## src/rtl/mem_port_arbiter_pkg.sv

```systemverilog
// Shared definitions for the memory port arbiter: FSM state encoding,
// grant identifiers and default bus widths.
package mem_port_arbiter_pkg;

   localparam int DEF_ADDR_W = 32;
   localparam int DEF_DATA_W = 32;

   typedef enum logic [1:0] {
      IDLE   = 2'd0,
      BUS_IF = 2'd1,
      BUS_DM = 2'd2,
      RESP   = 2'd3
   } arb_state_e;

   // Identity of the side that last owned the bus (round-robin pointer).
   localparam logic GRANT_IF = 1'b0;
   localparam logic GRANT_DM = 1'b1;

endpackage

```

## src/rtl/mem_timeout_counter.sv

```systemverilog
// Bus-ack watchdog for the memory port arbiter.
//   clock, reset : clock, async active-low reset
//   clear        : synchronous clear (held while no transaction is active)
//   enable       : count this cycle (transaction active, no ack)
//   limit        : number of unacknowledged cycles allowed
//   expired      : this enabled cycle is the limit-th one without ack
import mem_port_arbiter_pkg::*;

module mem_timeout_counter #(
   parameter int CW = 8
) (
   input  logic          clock,
   input  logic          reset,
   input  logic          clear,
   input  logic          enable,
   input  logic [CW-1:0] limit,
   output logic          expired
);

   logic [CW-1:0] count;

   always_ff @(posedge clock or negedge reset) begin
      if (!reset)      count <= '0;
      else if (clear)  count <= '0;
      else if (enable) count <= count + CW'(1);
   end

   // Flag on the cycle that would bring the count up to the limit, so the
   // bus request is held for exactly 'limit' cycles before aborting.
   assign expired = enable && (count == limit - CW'(1));

endmodule

```

## src/rtl/mem_port_arbiter.sv

```systemverilog
// Shares the external memory bus between instruction fetch and data memory.
// One request/ack bus transaction per grant, round-robin on ties, and a
// one-cycle ready pulse (plus captured read data) back to the granted side.
//   clock, reset          : clock, async active-low reset
//   io_if_*               : fetch requester (req/addr in, rdata/rdy out)
//   io_dm_*, io_DataMem_rdy : data requester (rd/wr/addr/wdata/wmask in)
//   io_bus_*              : external bus (req/we/addr/wdata/wmask out, ack/rdata in)
//   io_timeout            : pulses with the ready pulse when an access aborted
import mem_port_arbiter_pkg::*;

module mem_port_arbiter #(
   parameter int ADDR_W  = DEF_ADDR_W,
   parameter int DATA_W  = DEF_DATA_W,
   parameter int TIMEOUT = 255
) (
   input  logic                clock,
   input  logic                reset,
   input  logic                io_if_req,
   input  logic [ADDR_W-1:0]   io_if_addr,
   output logic [DATA_W-1:0]   io_if_rdata,
   output logic                io_if_rdy,
   input  logic                io_dm_rd,
   input  logic                io_dm_wr,
   input  logic [ADDR_W-1:0]   io_dm_addr,
   input  logic [DATA_W-1:0]   io_dm_wdata,
   input  logic [DATA_W/8-1:0] io_dm_wmask,
   output logic [DATA_W-1:0]   io_dm_rdata,
   output logic                io_DataMem_rdy,
   output logic                io_bus_req,
   output logic                io_bus_we,
   output logic [ADDR_W-1:0]   io_bus_addr,
   output logic [DATA_W-1:0]   io_bus_wdata,
   output logic [DATA_W/8-1:0] io_bus_wmask,
   input  logic                io_bus_ack,
   input  logic [DATA_W-1:0]   io_bus_rdata,
   output logic                io_timeout
);

   localparam int            CW    = $clog2(TIMEOUT + 1);
   localparam logic [CW-1:0] LIMIT = CW'(TIMEOUT);

   arb_state_e state;
   logic       last_grant;
   logic       dm_req, grant_dm, in_bus, cnt_en, expired;

   assign dm_req   = io_dm_rd | io_dm_wr;
   // Data wins when alone, or on a tie if fetch had the bus last.
   assign grant_dm = dm_req && (!io_if_req || (last_grant == GRANT_IF));
   assign in_bus   = (state == BUS_IF) || (state == BUS_DM);
   assign cnt_en   = in_bus && !io_bus_ack;

   mem_timeout_counter #(.CW(CW)) u_tmo (
      .clock   (clock),
      .reset   (reset),
      .clear   (!in_bus),
      .enable  (cnt_en),
      .limit   (LIMIT),
      .expired (expired)
   );

   always_ff @(posedge clock or negedge reset) begin
      if (!reset) begin
         state          <= IDLE;
         last_grant     <= GRANT_IF;
         io_bus_req     <= 1'b0;
         io_bus_we      <= 1'b0;
         io_bus_addr    <= '0;
         io_bus_wdata   <= '0;
         io_bus_wmask   <= '0;
         io_if_rdata    <= '0;
         io_dm_rdata    <= '0;
         io_if_rdy      <= 1'b0;
         io_DataMem_rdy <= 1'b0;
         io_timeout     <= 1'b0;
      end else begin
         case (state)
            IDLE: begin
               if (dm_req || io_if_req) begin
                  io_bus_req <= 1'b1;
                  if (grant_dm) begin
                     state        <= BUS_DM;
                     last_grant   <= GRANT_DM;
                     // rd+wr together is a write
                     io_bus_we    <= io_dm_wr;
                     io_bus_addr  <= io_dm_addr;
                     io_bus_wdata <= io_dm_wdata;
                     io_bus_wmask <= io_dm_wr ? io_dm_wmask : '1;
                  end else begin
                     state        <= BUS_IF;
                     last_grant   <= GRANT_IF;
                     io_bus_we    <= 1'b0;
                     io_bus_addr  <= io_if_addr;
                     io_bus_wdata <= '0;
                     io_bus_wmask <= '1;
                  end
               end
            end
            BUS_IF, BUS_DM: begin
               // Ack takes priority over a coincident expiry.
               if (io_bus_ack || expired) begin
                  io_bus_req     <= 1'b0;
                  state          <= RESP;
                  io_if_rdy      <= (state == BUS_IF);
                  io_DataMem_rdy <= (state == BUS_DM);
                  io_timeout     <= !io_bus_ack;
                  if (!io_bus_ack) begin
                     if (state == BUS_IF) io_if_rdata <= '0;
                     else                 io_dm_rdata <= '0;
                  end else if (!io_bus_we) begin
                     if (state == BUS_IF) io_if_rdata <= io_bus_rdata;
                     else                 io_dm_rdata <= io_bus_rdata;
                  end
               end
            end
            RESP: begin
               io_if_rdy      <= 1'b0;
               io_DataMem_rdy <= 1'b0;
               io_timeout     <= 1'b0;
               state          <= IDLE;
            end
            default: state <= IDLE;
         endcase
      end
   end

endmodule
```

## config.mk

```make
export PLATFORM = sky130hd
export DESIGN_NAME = mem_port_arbiter
export DESIGN_NICKNAME = d
export VERILOG_FILES = /design/src/rtl/mem_port_arbiter_pkg.sv /design/src/rtl/mem_timeout_counter.sv /design/src/rtl/mem_port_arbiter.sv
export SDC_FILE = /design/constraint.sdc
export NUM_CORES = 1
export LEC_CHECK = 0
export CAP_MARGIN = 20
export CORE_AREA = 5 5 99 147
export DETAILED_ROUTE_END_ITERATION = 10
export DIE_AREA = 0 0 104 152
export DONT_BUFFER_PORTS = 1
export GPL_ROUTABILITY_DRIVEN = 1
export SLEW_MARGIN = 10
export SYNTH_ARGS = -nofsm -noshare
export SYNTH_HDL_FRONTEND = slang
export SYNTH_HIERARCHICAL = 1
export SYNTH_SLANG_ARGS = --single-unit
export TNS_END_PERCENT = 100
```

## constraint.sdc

```tcl
create_clock -name clock -period 4.4 [get_ports clock]
set_clock_uncertainty 0.15 [all_clocks]
set_input_delay 0.22 -clock clock [delete_from_list [all_inputs] [get_ports clock]]
set_output_delay 0.22 -clock clock [all_outputs]
set_load 0.01 [all_outputs]
```

==> summary.txt <==
Run status
  – Outcome: complete, no violations

STA
  – RSZ-0062 raised after global routing: false
  – Fin crit period: 3.50 ns
  – Worst slew pin tran: 0.781 ns
  – Final Cycle Share: 79.5%
  – Setup WS post-layout: 0.903 ns
  – Final setup viols: 0
  – Fin Setup TNS: 0 ns
  – Slew HR: 47.9%
  – Max Freq: 286 MHz
  – Final Slew Violations: 0
  – Fin. Hold Viols: 0

Clock network
  – Maximum clock path buffer count: 2
  – H-tree level count: 4
  – CTS Buf Count: 17
  – CTS tree: built
  – Root buffer cell: clkbuf_16
  – Clock sinks: 148
  – Worst-path clk slew: 0.06 ns
  – Clock latency on the worst-skew pair: 0.41 ns

Run
  – Max Cap Viol: 0

Yosys
  – Mean Syn Cell Area: 11.7 um^2
  – Synth Area in Compound Gates: 11.1%
  – Mux cell area share after synthesis: 11.9%
  – Number of library cell types mapped by synthesis: 44
  – Syn Std Cell Area: 0.00641 mm^2
  – FF+latch count, synth: 148
  – Gate Count Post-Synth: 546
  – Register area share after synthesis: 57.8%
  – Synth Warn #: 6
  – Main combinational cell family by area after synthesis: simple AND/OR/NAND/NOR gates
  – Synth Area in Simple Gates: 12.5%
  – Synthesized-area fraction occupied by adder cells: 1.56%
  – Post-Synth XOR/XNOR Area: 2.05%

GRT
  – Largest net degree at the start of global routing: 149
  – GRT busiest layer: met2
  – Gr usage total: 22.0%
  – Remaining Overflow, GRT: 0
  – Vias in the first global route: 5,165
  – GR Layer Usage met3: 9.38%
  – GRT met1 Usage: 23.5%
  – Initial antenna violation count: 1
  – Met2 GRT Util: 38.1%
  – First-pass GRT wire length: 28.0 mm

Detailed routing
  – Final WL: 17.3 mm
  – Routed len/inst: 19.7 um
  – DRT antenna net count: 0
  – Via density per instance: 5.46
  – # DRC: 0
  – DR pass1 iterations: 4
  – Vias: 4,788
  – Initial DRC count: 198

Layout
  – Area growth, synth to finish: 34.3%
  – Layout cells sized above 1: 12.2%
  – Nets: 847

Die
  – Die area: 0.0158 mm^2
  – Floorplan Core Area: 0.0133 mm^2
  – # IOs: 275
  – Die height: 152 um
  – Initial cell density of the core: 48.3%
  – Die Wd: 104 um
  – Core Rows: 52

Critical path
  – R2R cell count: 10
  – Crit Path Category: flip-flop to flip-flop
  – Arr. time, crit path: 3.63 ns
  – CP Launch Type: flip-flop
  – R2R setup slack: 0.90 ns
  – Critical Path End Type: flip-flop
  – Max FO, Critical Path: 32
  – Worst EP required: 4.54 ns

Hold path
  – Hold path depth: 4
  – Worst hold path type: input pin to flip-flop

Power
  – Final total power: 5.83 mW
  – Maximum VDD drop: 0.396 mV
  – Pwr Density: 677 mW/mm^2
  – Leak pwr: 3.88 nW

Placement
  – Pre-CTS WS: 0.877 ns
  – Post-DP HPWL: 10.9 mm
  – I/O Buffers: 0
  – Routability cong.: 0.771
==> cell families (layout without fill, tap and decap cells) <==
| logic type | count (synthesis) | in the layout |
|---|---|---|
| simple gates | 173 | 173 |
| xor+xnor | 15 | 15 |
| compound gates | 91 | 91 |
| other cells | 1 | 27 |
| buf+inv | 42 | 185 |
| mux | 68 | 68 |
| fa+ha+maj | 8 | 8 |
| flops | 148 | 148 |
==> through the flow <==
stage                     instance area, um^2  utilization [%]  hold WS, ns  cells
after floorplan                          6500                -       -0.226    571
after global placement                   6610             49.8       -0.220    705
after detailed placement                 6610             49.8       -0.217    705
after CTS                                8570             64.5       0.0482    874
after global routing                     8610             64.8       0.0751    877
final                                    8610             64.8       0.0702    877
==> layer usage <==
metal  share of wire, %  wire (um)
met3                9.4       1630
met2                 53       9110
met4                2.9        505
met1                 35       6070
met5                  0          0
==> final timing paths <==
kind	start	endpoint
min in group asynchronous	reset	io_bus_addr[7]
setup / recovery	state[0]	io_dm_rdata[3]
max in group asynchronous	reset	u_tmo/count[6]
setup reg to reg	state[0]	io_dm_rdata[3]
hold / removal	io_bus_ack	u_tmo/count[0]
hold reg to reg	last_grant	last_grant
==> cell type report <==
class,count,area (um^2)
antenna,1,2.50
clock buffer,19,453
clock inverter,13,114
fill,980,4670
inverter,7,26.3
multi-input combinational,381,2630
sequential,148,3700
tap,162,203
timing repair buffer,146,1470
==> what timing repair did <==
item / in CTS / in global routing
endpoints found under the hold margin: 282 / 0
gates resized for setup: 0 / 0
buffers inserted: 0 / 0
hold buffers: 137 / 0
==> cell usage after synthesis <==
| master | count | area, um^2 |
|---|---|---|
| ha_1 | 8 | 100 |
| clkbuf_1 | 20 | 75.1 |
| nand3b_1 | 1 | 7.51 |
| a21o_1 | 1 | 7.51 |
| a22o_1 | 33 | 289 |
| nor4b_1 | 2 | 17.5 |
| o21a_1 | 1 | 7.51 |
| buf_2 | 10 | 50.1 |
| mux2_1 | 30 | 338 |
| nand2b_1 | 4 | 25.0 |
| o2bb2ai_1 | 1 | 8.76 |
| a211oi_4 | 1 | 20.0 |
| nand3_1 | 2 | 10.0 |
| or3_1 | 1 | 6.26 |
| conb_1 | 1 | 3.75 |
| nor3_1 | 1 | 5.00 |
| nor4_1 | 1 | 6.26 |
| and2_1 | 33 | 206 |
| o22a_1 | 4 | 35.0 |
| a21boi_2 | 1 | 11.3 |
| nor3_4 | 1 | 16.3 |
| nor2_1 | 50 | 188 |
| a2111oi_2 | 1 | 15.0 |
| buf_4 | 1 | 7.51 |
| nand3_2 | 1 | 10.0 |
| dfrtp_1 | 148 | 3700 |
| a21oi_1 | 7 | 35.0 |
| xnor2_1 | 7 | 61.3 |
| o31a_1 | 1 | 8.76 |
| o31ai_2 | 1 | 12.5 |
| inv_1 | 7 | 26.3 |
| mux2i_1 | 2 | 20.0 |
| o221ai_1 | 1 | 8.76 |
| xor2_1 | 8 | 70.1 |
| a31oi_1 | 33 | 206 |
| nand4b_1 | 1 | 8.76 |
| mux2_2 | 36 | 405 |
| buf_6 | 3 | 33.8 |
| o32a_1 | 2 | 20.0 |
| o21ai_0 | 2 | 10.0 |
| a2bb2oi_2 | 1 | 15.0 |
| nand4_1 | 4 | 25.0 |
| clkbuf_2 | 1 | 5.00 |
| nand2_1 | 71 | 267 |
==> registers in the layout, indices dropped and copies added (netlist names) <==
register,cells
io_bus_wdata,32
u_tmo/count,8
io_if_rdy,1
io_dm_rdata,32
io_if_rdata,32
io_bus_wmask,4
io_bus_we,1
io_DataMem_rdy,1
io_bus_addr,32
state,2
last_grant,1
io_timeout,1
io_bus_req,1
==> cells in the final DEF (no fill, tap or decap), drive strengths merged, types with 2 or more instances in the layout <==
cell	n
dfrtp	148
dlygate4sd3	136
nand2	71
mux2	66
nor2	50
and2	33
a31oi	33
a22o	33
conb	26
clkbuf	19
inv	13
buf	10
ha	8
xor2	8
a21oi	7
xnor2	7
clkinv	7
nand2b	4
o22a	4
nand4	4
nand3	3
nor4b	2
o32a	2
o21ai	2
mux2i	2
nor3	2
==> power by group <==
part | total (mW) | internal (mW) | leakage [nW] | switching (mW)
combinational | 1.82 | 0.987 | 1.75 | 0.833
sequential | 2.64 | 1.92 | 1.84 | 0.717
clock | 1.37 | 0.771 | 0.284 | 0.599
total | 5.83 | 3.68 | 3.88 | 2.15
==> worst max-delay path, cell delays in order, from the launching register on <==
cell       delay, ns
dfrtp_1         0.41
inv_1           0.10
ha_1            0.37
inv_1           0.22
nor2_1          0.19
nand4_1         0.11
a2111oi_2       0.48
nand2b_1        0.25
a211oi_4        0.27
buf_4           0.41
mux2_1          0.37
No activity file was read; power rests on OpenSTA's default activity.
